--- config.mk ---
export PLATFORM = sky130hd
export DESIGN_NAME = rv32_instr_encoder
export DESIGN_NICKNAME = d
export VERILOG_FILES = /design/src/rtl/rv32_enc_pkg.sv /design/src/rtl/rv32_enc_fifo.sv /design/src/rtl/rv32_instr_encoder.sv
export SDC_FILE = /design/constraint.sdc
export NUM_CORES = 1
export LEC_CHECK = 0
export CAP_MARGIN = 25
export CORE_MARGIN = 4
export CORE_UTILIZATION = 52
export CTS_CLUSTER_SIZE = 10
export DETAILED_ROUTE_END_ITERATION = 10
export PLACE_DENSITY = 0.9
export SYNTH_ARGS = -nofsm -noshare
export SYNTH_HDL_FRONTEND = slang
export SYNTH_HIERARCHICAL = 1
export SYNTH_SLANG_ARGS = --single-unit
--- constraint.sdc ---
create_clock -name clk -period 4.3 [get_ports clk]
set_clock_uncertainty 0.15 [all_clocks]
set_input_delay 0.86 -clock clk [delete_from_list [all_inputs] [get_ports clk]]
set_output_delay 0.86 -clock clk [all_outputs]
set_load 0.01 [all_outputs]
--- src/rtl/rv32_enc_pkg.sv ---
// rv32_enc_pkg
// Shared definitions for the RV32 instruction encoder slice.
// Contents:
//   - fmt_e      : instruction format selector (R/I/S/B/U/J; codes 6/7 are illegal)
//   - OP_*       : base opcodes for the formats the encoder is usually driven with
//   - *_W        : field widths used in port declarations
//   - ENTRY_W    : width of one buffered entry (error tag + 32-bit instruction)
package rv32_enc_pkg;

  localparam int XLEN     = 32;
  localparam int FMT_W    = 3;
  localparam int OPCODE_W = 7;
  localparam int REG_W    = 5;
  localparam int FN3_W    = 3;
  localparam int FN7_W    = 7;
  localparam int ENTRY_W  = XLEN + 1;

  typedef enum logic [FMT_W-1:0] {
    FMT_R = 3'd0,
    FMT_I = 3'd1,
    FMT_S = 3'd2,
    FMT_B = 3'd3,
    FMT_U = 3'd4,
    FMT_J = 3'd5
  } fmt_e;

  localparam logic [OPCODE_W-1:0] OP_REG    = 7'h33;
  localparam logic [OPCODE_W-1:0] OP_IMM    = 7'h13;
  localparam logic [OPCODE_W-1:0] OP_STORE  = 7'h23;
  localparam logic [OPCODE_W-1:0] OP_BRANCH = 7'h63;
  localparam logic [OPCODE_W-1:0] OP_LUI    = 7'h37;
  localparam logic [OPCODE_W-1:0] OP_JAL    = 7'h6F;

endpackage

--- src/rtl/rv32_enc_fifo.sv ---
// rv32_enc_fifo
// Small synchronous FIFO holding encoded entries (error tag + instruction)
// between the encoder and its consumer.
// Parameters:
//   DEPTH  : number of entries, power of two, >= 2
//   WIDTH  : entry width
// Ports:
//   clk, rst_n            : rising-edge clock, synchronous active-low reset
//   push_valid/push_ready : write handshake; push_ready = !full (no bypass)
//   push_data             : entry written on a push
//   pop_valid/pop_ready   : read handshake; pop_valid = !empty
//   pop_data              : head entry, stable until popped
module rv32_enc_fifo #(
  parameter int DEPTH = 2,
  parameter int WIDTH = 33
) (
  input  logic             clk,
  input  logic             rst_n,
  input  logic             push_valid,
  output logic             push_ready,
  input  logic [WIDTH-1:0] push_data,
  output logic             pop_valid,
  input  logic             pop_ready,
  output logic [WIDTH-1:0] pop_data
);

  localparam int PTR_W = (DEPTH > 1) ? $clog2(DEPTH) : 1;
  localparam int OCC_W = $clog2(DEPTH + 1);
  localparam logic [OCC_W-1:0] FULL_OCC = OCC_W'(DEPTH);

  logic [WIDTH-1:0] mem_q [DEPTH];
  logic [WIDTH-1:0] mem_d [DEPTH];
  logic [PTR_W-1:0] wr_ptr_q, wr_ptr_d;
  logic [PTR_W-1:0] rd_ptr_q, rd_ptr_d;
  logic [OCC_W-1:0] occ_q, occ_d;

  logic push;
  logic pop;

  // Full/empty come from the occupancy counter rather than pointer
  // comparison, so equal pointers are never ambiguous.
  assign push_ready = (occ_q != FULL_OCC);
  assign pop_valid  = (occ_q != '0);
  assign push       = push_valid & push_ready;
  assign pop        = pop_valid & pop_ready;
  assign pop_data   = mem_q[rd_ptr_q];

  // Next-state: write at the tail, advance pointers (wrapping naturally
  // because DEPTH is a power of two), and track occupancy. A push and pop
  // in the same cycle leave occupancy unchanged.
  always_comb begin
    mem_d    = mem_q;
    wr_ptr_d = wr_ptr_q;
    rd_ptr_d = rd_ptr_q;
    occ_d    = occ_q;
    if (push) begin
      mem_d[wr_ptr_q] = push_data;
      wr_ptr_d        = wr_ptr_q + PTR_W'(1);
    end
    if (pop) begin
      rd_ptr_d = rd_ptr_q + PTR_W'(1);
    end
    case ({push, pop})
      2'b10:   occ_d = occ_q + OCC_W'(1);
      2'b01:   occ_d = occ_q - OCC_W'(1);
      default: occ_d = occ_q;
    endcase
  end

  // State registers. Storage is cleared on reset too, so the head output
  // reads zero straight after reset and nothing buffered leaks through.
  always_ff @(posedge clk) begin
    if (!rst_n) begin
      for (int i = 0; i < DEPTH; i++) begin
        mem_q[i] <= '0;
      end
      wr_ptr_q <= '0;
      rd_ptr_q <= '0;
      occ_q    <= '0;
    end else begin
      mem_q    <= mem_d;
      wr_ptr_q <= wr_ptr_d;
      rd_ptr_q <= rd_ptr_d;
      occ_q    <= occ_d;
    end
  end

endmodule

--- src/rtl/rv32_instr_encoder.sv ---
// rv32_instr_encoder
// Packs opcode, register indices, funct3/funct7 and an immediate into a
// 32-bit RV32 instruction word (R/I/S/B/U/J formats) and buffers the result
// in a small output FIFO.
// Optional build macro: RV_ENC_IMM_CHECK_EN
//   defined   -> immediates are range/alignment checked; failures are tagged
//                with out_err=1 (packing still uses the truncated bits)
//   undefined -> immediates are silently truncated
// Parameters:
//   DEPTH : output FIFO entries (power of two, >= 2)
//   CNT_W : width of the popped-instruction counter
// Ports:
//   clk, rst_n          : rising-edge clock, synchronous active-low reset
//   in_valid/in_ready   : input handshake (in_ready = FIFO not full)
//   fmt                 : 0=R 1=I 2=S 3=B 4=U 5=J, 6/7 illegal
//   op_code, dest_reg, src_reg_1, src_reg_2, fn3, fn7, imm : instruction fields
//   out_valid/out_ready : output handshake
//   instrn, out_err     : head instruction and its error tag
//   err_seen            : sticky flag, any errored entry accepted since reset
//   instr_cnt           : instructions popped, wrapping
module rv32_instr_encoder
  import rv32_enc_pkg::*;
#(
  parameter int DEPTH = 2,
  parameter int CNT_W = 16
) (
  input  logic                clk,
  input  logic                rst_n,
  input  logic                in_valid,
  output logic                in_ready,
  input  logic [FMT_W-1:0]    fmt,
  input  logic [OPCODE_W-1:0] op_code,
  input  logic [REG_W-1:0]    dest_reg,
  input  logic [REG_W-1:0]    src_reg_1,
  input  logic [REG_W-1:0]    src_reg_2,
  input  logic [FN3_W-1:0]    fn3,
  input  logic [FN7_W-1:0]    fn7,
  input  logic [XLEN-1:0]     imm,
  output logic                out_valid,
  input  logic                out_ready,
  output logic [XLEN-1:0]     instrn,
  output logic                out_err,
  output logic                err_seen,
  output logic [CNT_W-1:0]    instr_cnt
);

  logic [XLEN-1:0]    enc_instr;
  logic               enc_err;
  logic [ENTRY_W-1:0] head_entry;
  logic               push;
  logic               pop;

  logic               err_seen_q, err_seen_d;
  logic [CNT_W-1:0]   instr_cnt_q, instr_cnt_d;

`ifdef RV_ENC_IMM_CHECK_EN
  // An immediate fits N signed bits when every bit from N-1 upward matches
  // the sign, i.e. the upper slice is all zeros or all ones.
  logic fits_12;
  logic fits_13;
  logic fits_21;
  assign fits_12 = (&imm[31:11]) | ~(|imm[31:11]);
  assign fits_13 = (&imm[31:12]) | ~(|imm[31:12]);
  assign fits_21 = (&imm[31:20]) | ~(|imm[31:20]);
`endif

  // Combinational packing of the fields for the selected format. Fields a
  // format does not use are simply not referenced in that branch. Illegal
  // formats produce a zero word tagged as an error.
  always_comb begin
    enc_instr = '0;
    enc_err   = 1'b0;
    case (fmt)
      FMT_R: enc_instr = {fn7, src_reg_2, src_reg_1, fn3, dest_reg, op_code};
      FMT_I: enc_instr = {imm[11:0], src_reg_1, fn3, dest_reg, op_code};
      FMT_S: enc_instr = {imm[11:5], src_reg_2, src_reg_1, fn3, imm[4:0], op_code};
      FMT_B: enc_instr = {imm[12], imm[10:5], src_reg_2, src_reg_1, fn3,
                          imm[4:1], imm[11], op_code};
      FMT_U: enc_instr = {imm[31:12], dest_reg, op_code};
      FMT_J: enc_instr = {imm[20], imm[10:1], imm[11], imm[19:12], dest_reg, op_code};
      default: begin
        enc_instr = '0;
        enc_err   = 1'b1;
      end
    endcase
`ifdef RV_ENC_IMM_CHECK_EN
    case (fmt)
      FMT_I, FMT_S: enc_err = ~fits_12;
      FMT_B:        enc_err = ~fits_13 | imm[0];
      FMT_U:        enc_err = |imm[11:0];
      FMT_J:        enc_err = ~fits_21 | imm[0];
      default:      ;
    endcase
`endif
  end

  rv32_enc_fifo #(
    .DEPTH (DEPTH),
    .WIDTH (ENTRY_W)
  ) u_fifo (
    .clk        (clk),
    .rst_n      (rst_n),
    .push_valid (in_valid),
    .push_ready (in_ready),
    .push_data  ({enc_err, enc_instr}),
    .pop_valid  (out_valid),
    .pop_ready  (out_ready),
    .pop_data   (head_entry)
  );

  assign push    = in_valid & in_ready;
  assign pop     = out_valid & out_ready;
  assign out_err = head_entry[ENTRY_W-1];
  assign instrn  = head_entry[XLEN-1:0];

  // Sticky error flag set on accept of any errored entry, and a counter of
  // popped instructions that wraps at 2^CNT_W.
  always_comb begin
    err_seen_d  = err_seen_q | (push & enc_err);
    instr_cnt_d = instr_cnt_q;
    if (pop) begin
      instr_cnt_d = instr_cnt_q + CNT_W'(1);
    end
  end

  // Status registers, cleared by the synchronous reset.
  always_ff @(posedge clk) begin
    if (!rst_n) begin
      err_seen_q  <= 1'b0;
      instr_cnt_q <= '0;
    end else begin
      err_seen_q  <= err_seen_d;
      instr_cnt_q <= instr_cnt_d;
    end
  end

  assign err_seen  = err_seen_q;
  assign instr_cnt = instr_cnt_q;

endmodule

**Word level (Yosys, flattened, before mapping)**

Cells that the tools add are included.

- Bits in registers: 87
- Output and inout bits: 52
- Logic and storage cells: 43

- $add $sub $neg: 5
- Order comparisons: 3
- Equal/unequal tests: 8
- Multiplexer cells: 9
- Bitwise operators: 6
- Reduce and logical (&&, ||, !) cells: 5

Operators by type and width:

| kind | number |
|---|---|
| 32-bit one-hot mux with 6 select lines | 1 |
| 33-bit 2-to-1 mux | 4 |
| 66-bit bitwise mux | 1 |
| 33-bit demux with 1-bit select | 1 |
| 16-bit by 1-bit adder with 16-bit output, second input constant | 1 |
| 3-bit by 2-bit equality test with 1-bit output, second input constant | 2 |
| 3-bit equality test, second input constant | 2 |
| 6-bit OR reduction | 1 |
| 2-bit >= comparator, second input constant | 2 |
| 1-bit inverter with 2-bit output | 2 |
| 2-bit one-hot mux with 2 select lines | 1 |
| 2-bit nonzero test | 2 |
| 1-bit bitwise AND | 3 |
| 3-bit by 1-bit equality test with 1-bit output, second input constant | 1 |
| 3-bit logical NOT | 1 |
| 1-bit adder, second input constant | 2 |
| 2-bit by 1-bit adder with 2-bit output, second input constant | 1 |
| 2-bit by 1-bit equality test with 1-bit output, second input constant | 1 |
| 2-bit equality test, second input constant | 1 |
| 2-bit by 1-bit < comparator with 1-bit output, second input constant | 1 |
| 2-bit != test, second input constant | 1 |
| 2-bit by 1-bit subtractor with 2-bit output, second input constant | 1 |
| 1-bit logical AND | 1 |
| 1-bit 2-to-1 mux | 1 |
| 1-bit bitwise OR | 1 |

**Depth between registers and ports, before layout**

- Depth after elaboration: 6
- Depth in mapped cells: 8
- Depth with buffers taken out: 6

**Cells and area by module**

The synthesis kept the hierarchy.

Modules (own cells, without submodules):

| module | times used | cells an instance | area an instance (sq um) | sequential area each (sq um) |
|---|---|---|---|---|
| rv32_enc_fifo | 1 | 308 | 3134.3 | 1401.3 |
| rv32_instr_encoder | 1 | 184 | 1325.0 | 340.3 |

**Worst setup path after synthesis**

OpenSTA, ideal clock, no wires.

- Path type: register to output
- From: register u_fifo.rd_ptr_q
- To: output port instrn[0]
- Arrival: 1134 ps
- Required time: 3290 ps
- Path slack: 2156 ps
- Stages on the path, launching flop included: 4
- Buffers on the path: 2
- Path through: dfxtp_1 -> clkbuf_1 -> buf_2 -> mux2_2

- Word-level cells in the longest chain between the ends: 4

Ends and longest elaborated chain:

| what | RTL line | text |
|---|---|---|
| start, declared | rv32_enc_fifo.sv:34 | `logic [PTR_W-1:0] rd_ptr_q, rd_ptr_d;` |
| start signal, assigned | rv32_enc_fifo.sv:83 | `rd_ptr_q <= rd_ptr_d;` |
| 1-bit inverter with 2-bit output (implied by the code) | rv32_enc_fifo.sv:46 | `assign pop_data = mem_q[rd_ptr_q];` |
| 33-bit 2-to-1 mux (implied by the code) (3 in series) | rv32_enc_fifo.sv:46 |  |
| end, declared | rv32_instr_encoder.sv:41 | `output logic [XLEN-1:0] instrn,` |

No other way between the ends. The select of a mux whose other input is x is not followed.

**Worst setup path in the final report**

- From: register u_fifo.rd_ptr_q
- To: output port instrn[11]

The elaborated chain is that of the path after synthesis.

==> impl_metrics.csv <==
group,metric,value,unit
route,postRouteAntennaNets,0,
final_layout,n_antenna_cell,0,
floorplan,dieArea,10100,µm²
setup_path,r2r-end,"instr_cnt[15]$_SDFFE_PN0P_",
global_routing,antenna_found_initial,0,
min_path,hold_path_end,"u_fifo/mem_q[16]$_SDFFE_PN0P_",
global_routing,grt_pass1_vias,3914,
setup_path,path_max_fanout,34,
route,drc,0,
cts,clockRootBuffer,"clkbuf_8",
place,dp_hpwl,8060,µm
place,port_buffers,122,
final_layout,area_growth,32.4,%
global_routing,use_met1,26.3,%
power,power_frac_comb,28.4,%
min_path,min_path_type,"register to register",
timing,finalMaxSlewViolations,0,
timing,maxSlewHeadroom,38.9,%
synth,synth.yosys.seq_area_share,39.1,%
cts,clock-sinks,87,
cts,cts_max_level,3,
floorplan,die-height,101,µm
global_routing,met2_usage,39.6,%
cts,cts_tree,"built",
global_routing,grt_pass1_wl,18200,µm
outcome,status,"complete, no violations",
floorplan,start_util,53.7,%
setup_path,worstReg2RegStart,"u_fifo/occ_q[1]$_SDFFE_PN0P_",
place,place_congestion,0.869,
final_layout,drive_above_1_share,11.3,%
synth,yosysUniqueCellTypes,40,
route,drtIter0Drc,186,
setup_path,critPathLaunchType,"register",
timing,setup_tns,0,ns
route,wl_per_cell,15.9,µm
synth,ys_ff_latch,87,
cts,ctsHoldBuffers,0,
global_routing,grt_max_degree,124,
cts,numCtsBuffers,9,
floorplan,core_area,8300,µm²
power,power_frac_seq,41.9,%
setup_path,r2r_cells,5,
global_routing,grtUsageMet3,4.43,%
route,drt_wl_total,11200,µm
timing,period_share,75.3,%
setup_path,required,3.29,ns
final_layout,nets,671,
timing,rsz0062_at_grt,"false",
synth,netlist_area,4460,µm²
place,dp_slack,1.38,ns
setup_path,worstPathArrival,2.23,ns
floorplan,ios,123,
setup_path,worstSetupPathType,"register to primary output",
route,drt_pre_antenna_iters,4,
place,dpl.cell_count,691,
min_path,min_path_cells,2,
power,p_int,1670,µW
setup_path,worstSetupEndpointType,"primary output",
cts,worstSkewPairLatency,0.35,ns
synth,yosys_warnings,6,
timing,hold_viol,0,
timing,worst_slack,1.06,ns
final_layout,final_cells,708,
route,post_drt_via_cell_ratio,5.45,
timing,max_slew.worst_pin.slew,0.916,ns
power,ir_worst_vdd,0.173,mV
cts,cts-resized-gates,0,
timing,max_freq,309,MHz
power,powerDensity,398,nW/µm²
floorplan,die-width,101,µm
cts,clk_pin_slew,0.09,ns
synth,netlist_instances,492,
synth,syn_nets,565,
global_routing,grt_usage,22.4,%
floorplan,core.rowCount,33,
power,p_leak,0.00234,µW
global_routing,gr-max-usage-layer,"met2",
cts,postCtsSetupBuffers,0,
timing,finalSetupViolCount,0,
flow_run,maxCapViolCount,0,
cts,cts_buffer_depth,2,
power,clkPwrFrac,29.7,%
global_routing,grt-ovfl-total,0,
route,via_count,3856,
timing,finalCriticalPeriod,3.24,ns
setup_path,regToRegSetupSlack,2.21,ns
synth,avgSynthCellArea,9.06,µm²
power,p_sw_share,29.2,%
min_path,hp-start,"u_fifo/mem_q[16]$_SDFFE_PN0P_",
power,switching_power,685,µW
cells in the mapped netlist, drive strengths merged:
cell type | number | area (µm²)
a21bo | 1 | 10.0
a21boi | 7 | 52.6
a21oi | 4 | 20.0
a22o | 5 | 43.8
a22oi | 16 | 120
a31oi | 2 | 12.5
and2 | 16 | 100
and3 | 3 | 23.8
buf | 13 | 149
clkbuf | 20 | 75.1
dfxtp | 87 | 1740
ha | 2 | 25.0
inv | 13 | 48.8
mux2 | 35 | 394
mux2i | 71 | 711
nand2 | 124 | 468
nand2b | 4 | 32.5
nand3 | 7 | 35.0
nand3b | 1 | 11.3
nand4 | 3 | 25.0
nor2 | 4 | 15.0
nor2b | 5 | 31.3
nor3 | 4 | 20.0
nor4 | 1 | 6.26
o21a | 1 | 8.76
o21ai | 18 | 90.1
o22ai | 7 | 43.8
or2 | 1 | 6.26
or3 | 5 | 31.3
or4 | 1 | 11.3
xnor2 | 9 | 78.8
xor2 | 2 | 17.5
cell usage in the layout (no fill, tap or decap), types with 2 or more instances in the layout:
cell type	instances
a21boi_0	2
a21boi_1	5
a21oi_1	4
a22o_1	5
a22oi_1	16
a31oi_1	2
and2_1	16
and3_1	2
buf_4	6
bufinv_16	3
clkbuf_8	9
clkdlybuf4s50_1	121
dfxtp_1	86
ha_1	2
inv_1	13
inv_6	2
mux2_2	35
mux2i_1	71
nand2_1	123
nand2b_1	3
nand3_1	7
nand4_1	2
nor2_1	4
nor2b_1	5
nor3_1	4
o21ai_0	18
o22ai_1	7
or3_1	5
xnor2_1	9
xor2_1	2
layout make-up:
| cell class | instances | area [µm²] |
|---|---|---|
| flip-flops and latches | 87 | 1740 |
| clock buffers | 9 | 124 |
| inverters | 13 | 48.8 |
| clock inverters | 7 | 126 |
| multi-input cells | 359 | 2440 |
| repair buffers | 128 | 1280 |
| well taps | 105 | 131 |
| fillers | 648 | 2400 |
state kept, by name (all words and copies together) (netlist names):
register	count
u_fifo/wr_ptr_q	1
u_fifo/rd_ptr_q	1
instr_cnt	16
err_seen	1
u_fifo/occ_q	2
u_fifo/mem_q	66
metrics by stage:
stage,hold WS (ns),total power (µW),cell area [µm²],utilization (%)
after detailed placement,0.293,1670,5620,67.8
after global placement,0.289,1640,5620,67.8
after CTS,0.312,2370,5870,70.8
after floorplan,0.281,1420,4460,-
final,0.309,2350,5900,71.1
after global routing,0.331,2470,5900,71.1
metal layers:
metal | share of wire, % | up-vias | wire length, µm
met1 | 41 | 1826 | 4580
met5 | 0 | - | 0
met3 | 5.5 | 22 | 615
met2 | 51 | 113 | 5770
met4 | 2.4 | 0 | 273
li1 | - | 1895 | -
critical path, cell delays in order (launching register included):
cell and delay (ns):
dfxtp_2 0.94, mux2_2 0.42, clkdlybuf4s50_1 0.51
how the worst max path moves through the flow:
stage / from / end / slack, ns / cells after the start
after CTS: u_fifo/rd_ptr_q$_SDFFE_PN0P_ / instrn[11] / 1.03 / 2
after detailed placement: fmt[2] / u_fifo/mem_q[21]$_SDFFE_PN0P_ / 1.38 / 6
final: u_fifo/rd_ptr_q$_SDFFE_PN0P_ / instrn[11] / 1.06 / 2
after global routing: u_fifo/rd_ptr_q$_SDFFE_PN0P_ / instrn[14] / 0.97 / 2
after global placement: fmt[2] / u_fifo/mem_q[55]$_SDFFE_PN0P_ / 1.43 / 6
after floorplan: u_fifo/rd_ptr_q$_SDFFE_PN0P_ / instrn[0] / 2.16 / 3
logic make-up (layout without fill, tap and decap cells):
logic type	after synthesis	count (layout)	share of synthesized area, %
XOR/XNOR	11	11	2.16
adder cells (fa/ha/maj)	2	2	0.561
multiplexers	106	106	24.8
flip-flops	87	87	39.1
AO/OA/AOI/OAI	61	61	9.01
buffers and inverters	46	157	6.12
AND/OR/NAND/NOR	179	179	18.3
power groups by stage:
stage	logic (µW)	registers (µW)	clock network (µW)
3_5_place_dp	663	1000	0
3_3_place_gp	647	998	0
4_1_cts	668	985	715
2_1_floorplan	483	937	0
5_1_grt	717	999	750
6_report	668	985	697
No activity file was read; power rests on OpenSTA's default activity.
